## src/rtl/sync_edge.sv

```systemverilog
// sync_edge
//   Two-flop synchronizer for an asynchronous input, followed by a delayed copy
//   used for rising-edge detection. Shared by the input monitors.
//
//   clk_i   in   system clock (rising edge)
//   rst_i   in   synchronous, active-high reset; all flops clear to 0
//   d_i     in   asynchronous input
//   q_o     out  synchronized input (second synchronizer stage)
//   rise_o  out  one-cycle pulse while q_o is high and its delayed copy is low
module sync_edge (
    input  logic clk_i,
    input  logic rst_i,
    input  logic d_i,
    output logic q_o,
    output logic rise_o
);

    logic s1_q, s1_d;
    logic s2_q, s2_d;
    logic prev_q, prev_d;

    always_comb begin
        s1_d   = d_i;
        s2_d   = s1_q;
        prev_d = s2_q;
    end

    always_ff @(posedge clk_i) begin
        if (rst_i) begin
            s1_q   <= 1'b0;
            s2_q   <= 1'b0;
            prev_q <= 1'b0;
        end else begin
            s1_q   <= s1_d;
            s2_q   <= s2_d;
            prev_q <= prev_d;
        end
    end

    assign q_o    = s2_q;
    assign rise_o = s2_q & ~prev_q;

endmodule

```

## src/rtl/pwm_meter.sv

```systemverilog
// pwm_meter
//   Measures period and high time (in clk_i cycles) of a slow free-running
//   input. One report per input cycle, strobed by valid_o. A stalled input
//   produces a single timeout report.
//
//   CNT_WIDTH    counter / output width; MAX = 2^CNT_WIDTH - 1
//   clk_i        in   system clock (rising edge)
//   rst_i        in   synchronous, active-high reset
//   sig_i        in   measured signal, asynchronous to clk_i
//   period_o     out  cycles between the last two rising edges; 0 on timeout
//   high_o       out  high cycles within that period; on timeout all-ones if
//                     stuck high, 0 if stuck low
//   valid_o      out  one-cycle strobe, outputs updated in the same cycle
//   timeout_o    out  high from a timeout report until the next normal report
module pwm_meter #(
    parameter int CNT_WIDTH = 16
) (
    input  logic                 clk_i,
    input  logic                 rst_i,
    input  logic                 sig_i,
    output logic [CNT_WIDTH-1:0] period_o,
    output logic [CNT_WIDTH-1:0] high_o,
    output logic                 valid_o,
    output logic                 timeout_o
);

    localparam logic [0:0]           ST_ARM     = 1'b0;
    localparam logic [0:0]           ST_MEASURE = 1'b1;
    localparam logic [CNT_WIDTH-1:0] MAX        = '1;
    localparam logic [CNT_WIDTH-1:0] ONE        = {{(CNT_WIDTH-1){1'b0}}, 1'b1};

    logic s2, rise;

    sync_edge u_sync (
        .clk_i  (clk_i),
        .rst_i  (rst_i),
        .d_i    (sig_i),
        .q_o    (s2),
        .rise_o (rise)
    );

    logic [0:0]           state_q,   state_d;
    logic [CNT_WIDTH-1:0] cnt_q,     cnt_d;
    logic [CNT_WIDTH-1:0] hcnt_q,    hcnt_d;
    // Set once a timeout has been reported for the current stall, so the
    // held-at-MAX counter in ARM does not report again every cycle.
    logic                 to_done_q, to_done_d;
    logic [CNT_WIDTH-1:0] period_q,  period_d;
    logic [CNT_WIDTH-1:0] high_q,    high_d;
    logic                 valid_q,   valid_d;
    logic                 timeout_q, timeout_d;

    logic cnt_max;
    assign cnt_max = (cnt_q == MAX);

    always_comb begin
        state_d   = state_q;
        cnt_d     = cnt_q;
        hcnt_d    = hcnt_q;
        to_done_d = to_done_q;
        period_d  = period_q;
        high_d    = high_q;
        valid_d   = 1'b0;
        timeout_d = timeout_q;

        case (state_q)
            ST_ARM: begin
                if (rise) begin
                    // The partial cycle before the first edge is discarded.
                    cnt_d     = ONE;
                    hcnt_d    = ONE;
                    to_done_d = 1'b0;
                    state_d   = ST_MEASURE;
                end else if (!cnt_max) begin
                    cnt_d = cnt_q + 1'b1;
                end else if (!to_done_q) begin
                    period_d  = '0;
                    high_d    = {CNT_WIDTH{s2}};
                    timeout_d = 1'b1;
                    valid_d   = 1'b1;
                    to_done_d = 1'b1;
                end
            end
            ST_MEASURE: begin
                // A rise wins over timeout, so a period of exactly MAX is a
                // normal report.
                if (rise) begin
                    period_d  = cnt_q;
                    high_d    = hcnt_q;
                    timeout_d = 1'b0;
                    valid_d   = 1'b1;
                    cnt_d     = ONE;
                    hcnt_d    = ONE;
                end else if (cnt_max) begin
                    period_d  = '0;
                    high_d    = {CNT_WIDTH{s2}};
                    timeout_d = 1'b1;
                    valid_d   = 1'b1;
                    to_done_d = 1'b1;
                    state_d   = ST_ARM;
                end else begin
                    cnt_d = cnt_q + 1'b1;
                    if (s2 && (hcnt_q != MAX))
                        hcnt_d = hcnt_q + 1'b1;
                end
            end
            default: state_d = ST_ARM;
        endcase
    end

    always_ff @(posedge clk_i) begin
        if (rst_i) begin
            state_q   <= ST_ARM;
            cnt_q     <= '0;
            hcnt_q    <= '0;
            to_done_q <= 1'b0;
            period_q  <= '0;
            high_q    <= '0;
            valid_q   <= 1'b0;
            timeout_q <= 1'b0;
        end else begin
            state_q   <= state_d;
            cnt_q     <= cnt_d;
            hcnt_q    <= hcnt_d;
            to_done_q <= to_done_d;
            period_q  <= period_d;
            high_q    <= high_d;
            valid_q   <= valid_d;
            timeout_q <= timeout_d;
        end
    end

    assign period_o  = period_q;
    assign high_o    = high_q;
    assign valid_o   = valid_q;
    assign timeout_o = timeout_q;

endmodule

```

## config.mk

```make
export PLATFORM = sky130hd
export DESIGN_NAME = pwm_meter
export DESIGN_NICKNAME = d
export VERILOG_FILES = /design/src/rtl/sync_edge.sv /design/src/rtl/pwm_meter.sv
export SDC_FILE = /design/constraint.sdc
export NUM_CORES = 1
export LEC_CHECK = 0
export ABC_CLOCK_PERIOD_IN_PS = 4880
export CAP_MARGIN = 30
export CORE_ASPECT_RATIO = 0.8
export CORE_MARGIN = 2
export CORE_UTILIZATION = 60
export CTS_BUF_LIST = sky130_fd_sc_hd__clkbuf_8
export DETAILED_ROUTE_END_ITERATION = 8
export MAX_ROUTING_LAYER = met4
export PLACE_DENSITY = 0.95
export SLEW_MARGIN = 25
export SYNTH_ARGS = -nofsm -noshare
export SYNTH_HDL_FRONTEND = slang
export SYNTH_SLANG_ARGS = --single-unit
```

## constraint.sdc

```tcl
create_clock -name clk_i -period 4.88 [get_ports clk_i]
set_input_delay 0.976 -clock clk_i [delete_from_list [all_inputs] [get_ports clk_i]]
set_output_delay 0.976 -clock clk_i [all_outputs]
set_load 0.1 [all_outputs]
```

==> metrics.yaml, run 1 <==
route:
  vias_per_cell: 6.836
  first_iter_violations: 429
  remaining_drc_errors: 0
  first_pass_iters: 7
  routed_wl_um: 7935
  routedWlPerCell_um: 17.79
  antenna_left: 0
  dr_total_vias: 3049
die:
  die_w_um: 84.99
  core_region_area_sq_um: 5036
  rows: 23
  ios: 37
  die_area_sq_um: 5846
  fp.dieH_um: 68.79
  initial_utilization: 0.6251
global_route:
  grt-ovfl-total: 0
  grt_pass1_wl_um: 12850
  track_usage: 0.2900
  grt_max_degree: 34
  antenna_found_initial: 0
  first_global_vias: 2682
place:
  hpwl_um: 4867
  io_buffers: 36
  pre_cts_ws_ns: 1.516
  gp_congestion: 0.9370
cts:
  hold_buffers: 0
  ctsLongestPathBuffers: 2
  path_clk_slew_ns: 0.07
  cts_buffers: 9
  cts_tree: "yes"
  clkSinkCount: 71
  postCtsSetupRepairBufs: 0
  cts.htree.levels: 3
  clock-root-buffer: "clkbuf_8"
  cts-resized-gates: 0
  clk_latency_ns: 0.36
worst_setup_path:
  crit_type: "flip-flop to primary output"
  arrival_ns: 1.85
  cp_slowest_stage_delay_ns: 1.15
  crit_chain: "clkdlybuf4s50_1"
  cp-end-kind: "primary output"
  start_kind: "flip-flop"
  critPathMaxFanout: 2
  crit_family: "buffers and inverters"
  crit_buf_inv: 1
  cp_slowest_cell: "clkdlybuf4s50_1"
  worstPathRequired_ns: 3.90
layout:
  antennaDiodeCount: 0
  drive_above_1_share: 0.07292
  area_growth_pct: 19.24
  nets: 384
min_path:
  hp-class: "flip-flop to flip-flop"
synthesis:
  synth_nets: 359
  synth_top_area_share: 0.4515
  synth_area_leader_cell: "dfxtp_1"
  ys_async_sr_fraction: 0
  syn_inst: 354
  syn_area_per_cell_sq_um: 8.893
  yosys.cell_types.count: 41
  ys_seq_elements: 71
  yosys_warnings: 0
  seq_area_frac_synth: 0.4515
  synthFlopType: "dfxtp_1"
  syn-cell-area_sq_um: 3148
  synth_edf_count: 0
  yosys-top-cells-area: "dfxtp_1 45%, a21oi_1 6.7%, or3_1 4.8%"
power:
  p_switching_mw: 0.2733
  vdd_drop_max_v: 0.0002370
  pwr-share-comb: 0.046
  switching_share: 0.2262
  leakage_nw: 1.220
  pwr-share-clk: 0.466
  powerDensity_nw_per_um2: 321.9
  seq_power_share: 0.488
  power.internal_mw: 0.9348
sta:
  tns_ns: 0
  period_share: 0.5793
  max_slew_margin: 0.3216
  skew_ns: 0.01182
  max_slew.worst_pin.slew_ns: 1.007
  rsz0062_at_grt: "false"
  hold_violations: 0
  timing.final.ws_setup_ns: 2.053
  setup_violations: 0
  fmax_mhz: 353.7
  min_period_ns: 2.827
  drv_slew: 0
outcome:
  status: "finished, final reports clean"
run:
  cap_violations: 0
-- synth_stat cells, drive strengths merged, types with 2 or more instances --
library cell and n:
inv 2, nor2b 5, a41oi 2, and4 5
xnor2 3, a21oi 42, nand3 12, o31ai 15
nand4 13, nor4 7, o41ai 3, mux2i 3
o31a 2, clkbuf 16, nor3 3, a211oi 3
or3 24, ha 2, and3 6, o21a 3
or4 16, buf 11, nand2b 3, a22o 16
o21ai 25, dfxtp 71, nor2 21, nand2 14
-- sequential cells by signal, summed over array words and instances (netlist names) --
name / count
cnt_q: 16
hcnt_q: 16
high_o: 16
period_o: 16
state_q: 1
timeout_o: 1
to_done_q: 1
u_sync.prev_q: 1
u_sync.q_o: 1
u_sync.s1_q: 1
valid_o: 1
-- worst paths after layout --
kind / start / to / slack [ns] / depth (start not counted)
hold reg to reg: u_sync.s1_q / u_sync.q_o / 0.46 / 1
setup reg to reg: hcnt_q[1] / hcnt_q[0] / 2.33 / 6
hold / removal: u_sync.s1_q / u_sync.q_o / 0.46 / 1
setup / recovery: period_o[9] / period_o[9] / 2.05 / 1
-- through the flow --
stage	instance area [sq um]	util	hold WS, ns	cells	power, mW
final	3754	0.7453	0.4633	446	1.208
after global routing	3754	0.7453	0.4665	446	1.241
after CTS	3747	0.7441	0.4650	446	1.207
after detailed placement	3511	0.6971	0.4495	430	0.6568
after global placement	3496	0.6942	0.4315	428	0.6540
after floorplan	3148	-	0.4138	354	0.6449
-- power by group through the flow --
stage / Sequential [mW] / Clock [mW] / Combinational (mW)
5_1_grt: 0.590 / 0.591 / 0.0596
2_1_floorplan: 0.609 / 0 / 0.0358
3_3_place_gp: 0.603 / 0 / 0.0511
3_5_place_dp: 0.603 / 0 / 0.0536
6_report: 0.590 / 0.563 / 0.0552
4_1_cts: 0.590 / 0.563 / 0.0542
-- cells in the final DEF (no fill, tap or decap), types with 2 or more instances in the layout --
cell type and instances:
nor4_1 6, o21a_1 3, and3_1 6, nand2_1 14, a22o_1 16, or4_1 16, mux2i_1 3, dfxtp_1 71
clkdlybuf4s50_1 35, buf_4 5, nor3_1 3, nor2_1 21, o21ai_1 2, nor2b_1 5, a21oi_1 42, ha_1 2
a211oi_1 3, or3_1 24, o31a_1 2, inv_1 3, nand3_1 10, clkinv_2 2, nand3_2 2, bufinv_16 3
o31ai_1 15, and4_1 5, nand2b_1 3, nand4_1 13, o41ai_2 3, xnor2_1 3, clkbuf_8 9, o21ai_0 23
-- layer usage --
layer,GRT usage,wire [um],vias to the layer above
met5,-,0,-
met4,0.1290,210,0
met3,0.08690,735,35
met2,0.4414,3639,176
met1,0.3617,3351,1429
li1,-,-,1409
-- final cells by class --
| type | count | area [sq um] |
|---|---|---|
| clock buffers | 9 | 123.9 |
| clock inverters | 7 | 112.6 |
| fillers | 337 | 1282 |
| inverters | 2 | 7.507 |
| multi-input cells | 254 | 1618 |
| flip-flops and latches | 71 | 1421 |
| well taps | 62 | 77.57 |
| repair buffers | 41 | 392.9 |
-- logic make-up (layout without fill, tap and decap cells) --
kind of cell,Yosys count,count (layout),synth area share
xor gates and xnor gates,3,3,0.008348
AOI/OAI and AO/OA,115,115,0.2365
muxes,3,3,0.009539
DFF,71,71,0.4515
and+or+nand+nor,131,131,0.2432
buffers and inverters,29,59,0.04292
adders and majority gates,2,2,0.007948
Note: power is estimated with default switching activity, not from simulation.
==> run 2, diff against run 1 <==
Settings changed: ABC_CLOCK_PERIOD_IN_PS 4880 to 2350, CORE_UTILIZATION 60 to 52, PLACE_DENSITY 0.95 to 0.89.
Clock period 4.88 ns to 2.35 ns, I/O delays scaled along.
==> run 2 against run 1 <==
Against the previous run: via count down 4.5%; register-to-register slack worse by 2.1 ns; final cell count up 6.3%; clock skew down 0.0015 ns; power up 100%; clock power up 92%; sequential share of layout area down 0.050 points; sequential cell count unchanged; setup slack worse by 1.8 ns.
==> metrics.yaml, run 2 (synthesis gave the netlist of run 1 again) <==
global_route:
  grt-ovfl-total: 0
  grt_pass1_wl_um: 12560
  grt_max_degree: 32
  first_global_vias: 2530
  antenna_found_initial: 0
  track_usage: 0.2432
layout:
  fin_cells: 474
  area_growth_pct: 19.40
  drive_above_1_share: 0.1832
  final_common_cell: "dfxtp_1"
  layout_common_cells: "71 x dfxtp_1, 49 x buf_4, 41 x a21oi_1"
  finish.instance_area_sq_um: 3759
  antennaDiodeCount: 0
  nets: 394
  fin_util: 0.6391
sta:
  fmax_mhz: 473.6
  hold_violations: 0
  rsz0062_at_grt: "false"
  timing.hold.ws_ns: 0.4424
  setup_violations: 0
  period_share: 0.8985
  max_slew.worst_pin.slew_ns: 0.7110
  tns_ns: 0
  timing.final.ws_setup_ns: 0.2386
  min_period_ns: 2.111
  skew_ns: 0.01030
  drv_slew: 0
  max_slew_margin: 0.5260
cts:
  cts-resized-gates: 0
  postCtsSetupRepairBufs: 0
  cts_buffers: 9
  cts_tree: "yes"
  ctsLongestPathBuffers: 2
  clkSinkCount: 71
  hold_buffers: 0
  path_clk_slew_ns: 0.08
  cts.htree.levels: 3
  clock-root-buffer: "clkbuf_8"
  clk_latency_ns: 0.35
worst_setup_path:
  cp-end-kind: "flip-flop"
  worstPathRequired_ns: 2.60
  crit_type: "flip-flop to flip-flop"
  start_kind: "flip-flop"
  critPathMaxFanout: 29
  r2r_cells: 7
  arrival_ns: 2.36
route:
  first_pass_iters: 4
  first_iter_violations: 173
  dr_total_vias: 2911
  routedWlPerCell_um: 16.07
  vias_per_cell: 6.141
  remaining_drc_errors: 0
  routed_wl_um: 7616
  antenna_left: 0
power:
  powerDensity_nw_per_um2: 645.2
  vdd_drop_max_v: 0.0002751
  leakage_nw: 1.322
  power_mw: 2.425
outcome:
  status: "finished, final reports clean"
die:
  fp.dieH_um: 73.59
  ios: 37
  core_region_area_sq_um: 5881
  rows: 25
  die_w_um: 90.99
  initial_utilization: 0.5353
  die_area_sq_um: 6696
place:
  pre_cts_ws_ns: 0.2261
  gp_congestion: 0.8954
  io_buffers: 36
  hpwl_um: 5142
  post_dp_cell_area_sq_um: 3521
  placedCellCount: 458
run:
  cap_violations: 0
min_path:
  hp-class: "flip-flop to flip-flop"
  hold_path_depth: 1
[run 2: report_power, final]
part	switching (mW)	internal (mW)	leakage, nW
registers	0.0124	1.21	0.573
logic	0.0867	0.0351	0.640
clock network	0.456	0.622	0.109
[run 2: layer usage]
layer / wire, um / global-route usage
met3: 433 / 0.05846
met4: 89 / 0.09596
met2: 3463 / 0.3514
met5: 0 / -
met1: 3629 / 0.3306
[run 2: critical path, stage by stage (launching register included)]
cell and delay [ns]:
dfxtp_1 0.40, ha_1 0.26, nand4_1 0.18, buf_4 0.20, o41ai_2 0.29, buf_4 0.34, nor2_1 0.08, a311oi_1 0.26
[run 2: final timing paths]
check | from | slack (ns) | to
hold / removal | u_sync.s1_q | 0.44 | u_sync.q_o
setup reg to reg | cnt_q[0] | 0.24 | hcnt_q[0]
setup / recovery | cnt_q[0] | 0.24 | hcnt_q[0]
hold reg to reg | u_sync.s1_q | 0.44 | u_sync.q_o
[run 2: cell type report]
type,instances,area [sq um]
well taps,81,101.3
flip-flops and latches,71,1421
clock inverters,5,81.33
clock buffers,10,137.6
fillers,484,2122
inverters,2,7.507
repair buffers,51,387.9
multi-input cells,254,1622
==> run 3, diff against run 2 <==
Settings changed: SLEW_MARGIN 25 to 20.
==> run 3 against run 2 <==
Against the previous run: setup slack worse by 0.023 ns; maximum frequency is 1.1% lower; combinational power hardly changed; sequential power hardly changed; global-route usage is 0.44 points lower; critical path type unchanged; cell area is 0.73% lower.
==> metrics.yaml, run 3 (synthesis gave the netlist of run 1 again) <==
outcome:
  status: "finished, final reports clean"
cts:
  clock-root-buffer: "clkbuf_8"
  cts_tree: "yes"
  clkSinkCount: 71
  clk_latency_ns: 0.35
  hold_buffers: 0
  cts_buffers: 9
  ctsLongestPathBuffers: 2
  cts.htree.levels: 3
  path_clk_slew_ns: 0.07
layout:
  final_common_cell: "dfxtp_1"
  antennaDiodeCount: 0
  nets: 394
  layout_common_cells: "71 x dfxtp_1, 49 x buf_4, 42 x a21oi_1"
  drive_above_1_share: 0.1807
  ff_latch_area_sq_um: 1421
  fill_cells: 474
  multi_input_area_sq_um: 1618
  area_growth_pct: 18.52
die:
  initial_utilization: 0.5353
  core_region_area_sq_um: 5881
  fp.dieH_um: 73.59
  die_w_um: 90.99
  rows: 25
  die_area_sq_um: 6696
  ios: 37
worst_setup_path:
  startpoint: "cnt_q[9]"
  crit_buf_inv: 1
  crit_family: "compound AO/OA/AOI/OAI gates"
  cp_slowest_cell: "o41ai_2"
  arrival_ns: 2.37
  critPathMaxFanout: 9
  start_kind: "flip-flop"
  crit_type: "flip-flop to flip-flop"
  r2r_start: "cnt_q[9]"
  worstPathRequired_ns: 2.59
  crit_chain: "nand4_1, o41ai_2, a21oi_1, buf_4, a22o_1"
  cp-end-kind: "flip-flop"
  cp_slowest_stage_delay_ns: 0.50
sta:
  fmax_mhz: 468.5
  drv_slew: 0
  tns_ns: 0
  hold_violations: 0
  period_share: 0.9082
  timing.hold.ws_ns: 0.4414
  max_slew.worst_pin.slew_ns: 0.8436
  skew_ns: 0.01217
  min_period_ns: 2.134
  setup_violations: 0
  rsz0062_at_grt: "false"
  max_slew_margin: 0.4338
power:
  powerDensity_nw_per_um2: 618.5
  p_switching_mw: 0.5442
  seq_power_share: 0.531
  pwr-share-clk: 0.417
  power.internal_mw: 1.764
  leakage_nw: 1.316
  vdd_drop_max_v: 0.0003201
  pwr-share-comb: 0.052
  switching_share: 0.2358
global_route:
  grt_pass1_wl_um: 12500
  track_usage: 0.2388
  grt_max_degree: 32
  grt-ovfl-total: 0
  first_global_vias: 2504
  antenna_found_initial: 0
min_path:
  hp-class: "flip-flop to flip-flop"
  hp-start: "u_sync.s1_q"
route:
  first_pass_iters: 4
  first_iter_violations: 173
  dr_total_vias: 2887
  remaining_drc_errors: 0
  routedWlPerCell_um: 15.51
  antenna_left: 0
  routed_wl_um: 7350
  vias_per_cell: 6.091
place:
  hpwl_um: 5095
  gp_congestion: 0.8954
  io_buffers: 36
run:
  cap_violations: 0
==> run 3: changes by cell type in the layout (fill, tap and decap cells not counted) <==
cell and delta:
clkinv_2 +1, a21oi_1 +1, bufinv_16 -1, clkinv_4 +1, a21oi_2 -1, clkinvlp_4 -1
==> run 3: worst paths after layout <==
| check | to | slack, ns | depth (start not counted) |
|---|---|---|---|
| setup / recovery | period_o[2] | 0.22 | 5 |
| hold / removal | u_sync.q_o | 0.44 | 1 |
| setup reg to reg | period_o[2] | 0.22 | 5 |
| hold reg to reg | u_sync.q_o | 0.44 | 1 |
==> run 3: cell type report <==
cell class / instances / share of cell area
Tap cell: 81 / 0.02716
Inverter: 2 / 0.002012
Multi-Input combinational cell: 254 / 0.4336
Clock inverter: 5 / 0.01543
Clock buffer: 10 / 0.03689
Timing Repair Buffer: 51 / 0.1040
Sequential cell: 71 / 0.3810
==> run 3: power by group through the flow <==
stage / Sequential [mW] / Clock (mW) / Combinational [mW]
floorplan: 1.26 / 0 / 0.0743
global placement: 1.25 / 0 / 0.114
detailed placement: 1.25 / 0 / 0.118
CTS: 1.22 / 0.978 / 0.119
global route: 1.23 / 1.04 / 0.134
finish: 1.23 / 0.961 / 0.121
==> run 3: worst reg2reg max path: cells and delay by family (launching register included) <==
| kind | cells | cell delay, ns |
|---|---|---|
| AND/OR/NAND/NOR | 1 | 0.32 |
| buffers and inverters | 1 | 0.25 |
| AO/OA/AOI/OAI | 3 | 1.02 |
| flip-flops | 1 | 0.43 |
==> run 3: per-layer routing <==
layer  part of all wire  GRT usage
met5                  0          -
met3              0.066    0.06359
met4              0.011    0.06566
met1               0.48     0.3286
met2               0.45     0.3490
==> run 3: through the flow <==
step | power (mW) | setup WS (ns) | std cells | utilization | area (sq um)
after floorplan | 1.339 | 0.5020 | 354 | - | 3148
after global placement | 1.366 | 0.2249 | 458 | 0.5981 | 3517
after detailed placement | 1.372 | 0.1921 | 459 | 0.5994 | 3525
after CTS | 2.323 | 0.1686 | 474 | 0.6326 | 3720
after global routing | 2.403 | 0.06968 | 474 | 0.6345 | 3731
final | 2.308 | 0.2157 | 474 | 0.6345 | 3731
==> run 3: what timing repair did <==
action	in CTS	in global routing
endpoints found under the setup margin	0	4
hold endpoints to repair	0	0
setup buffers	0	0
gates resized for setup	0	1
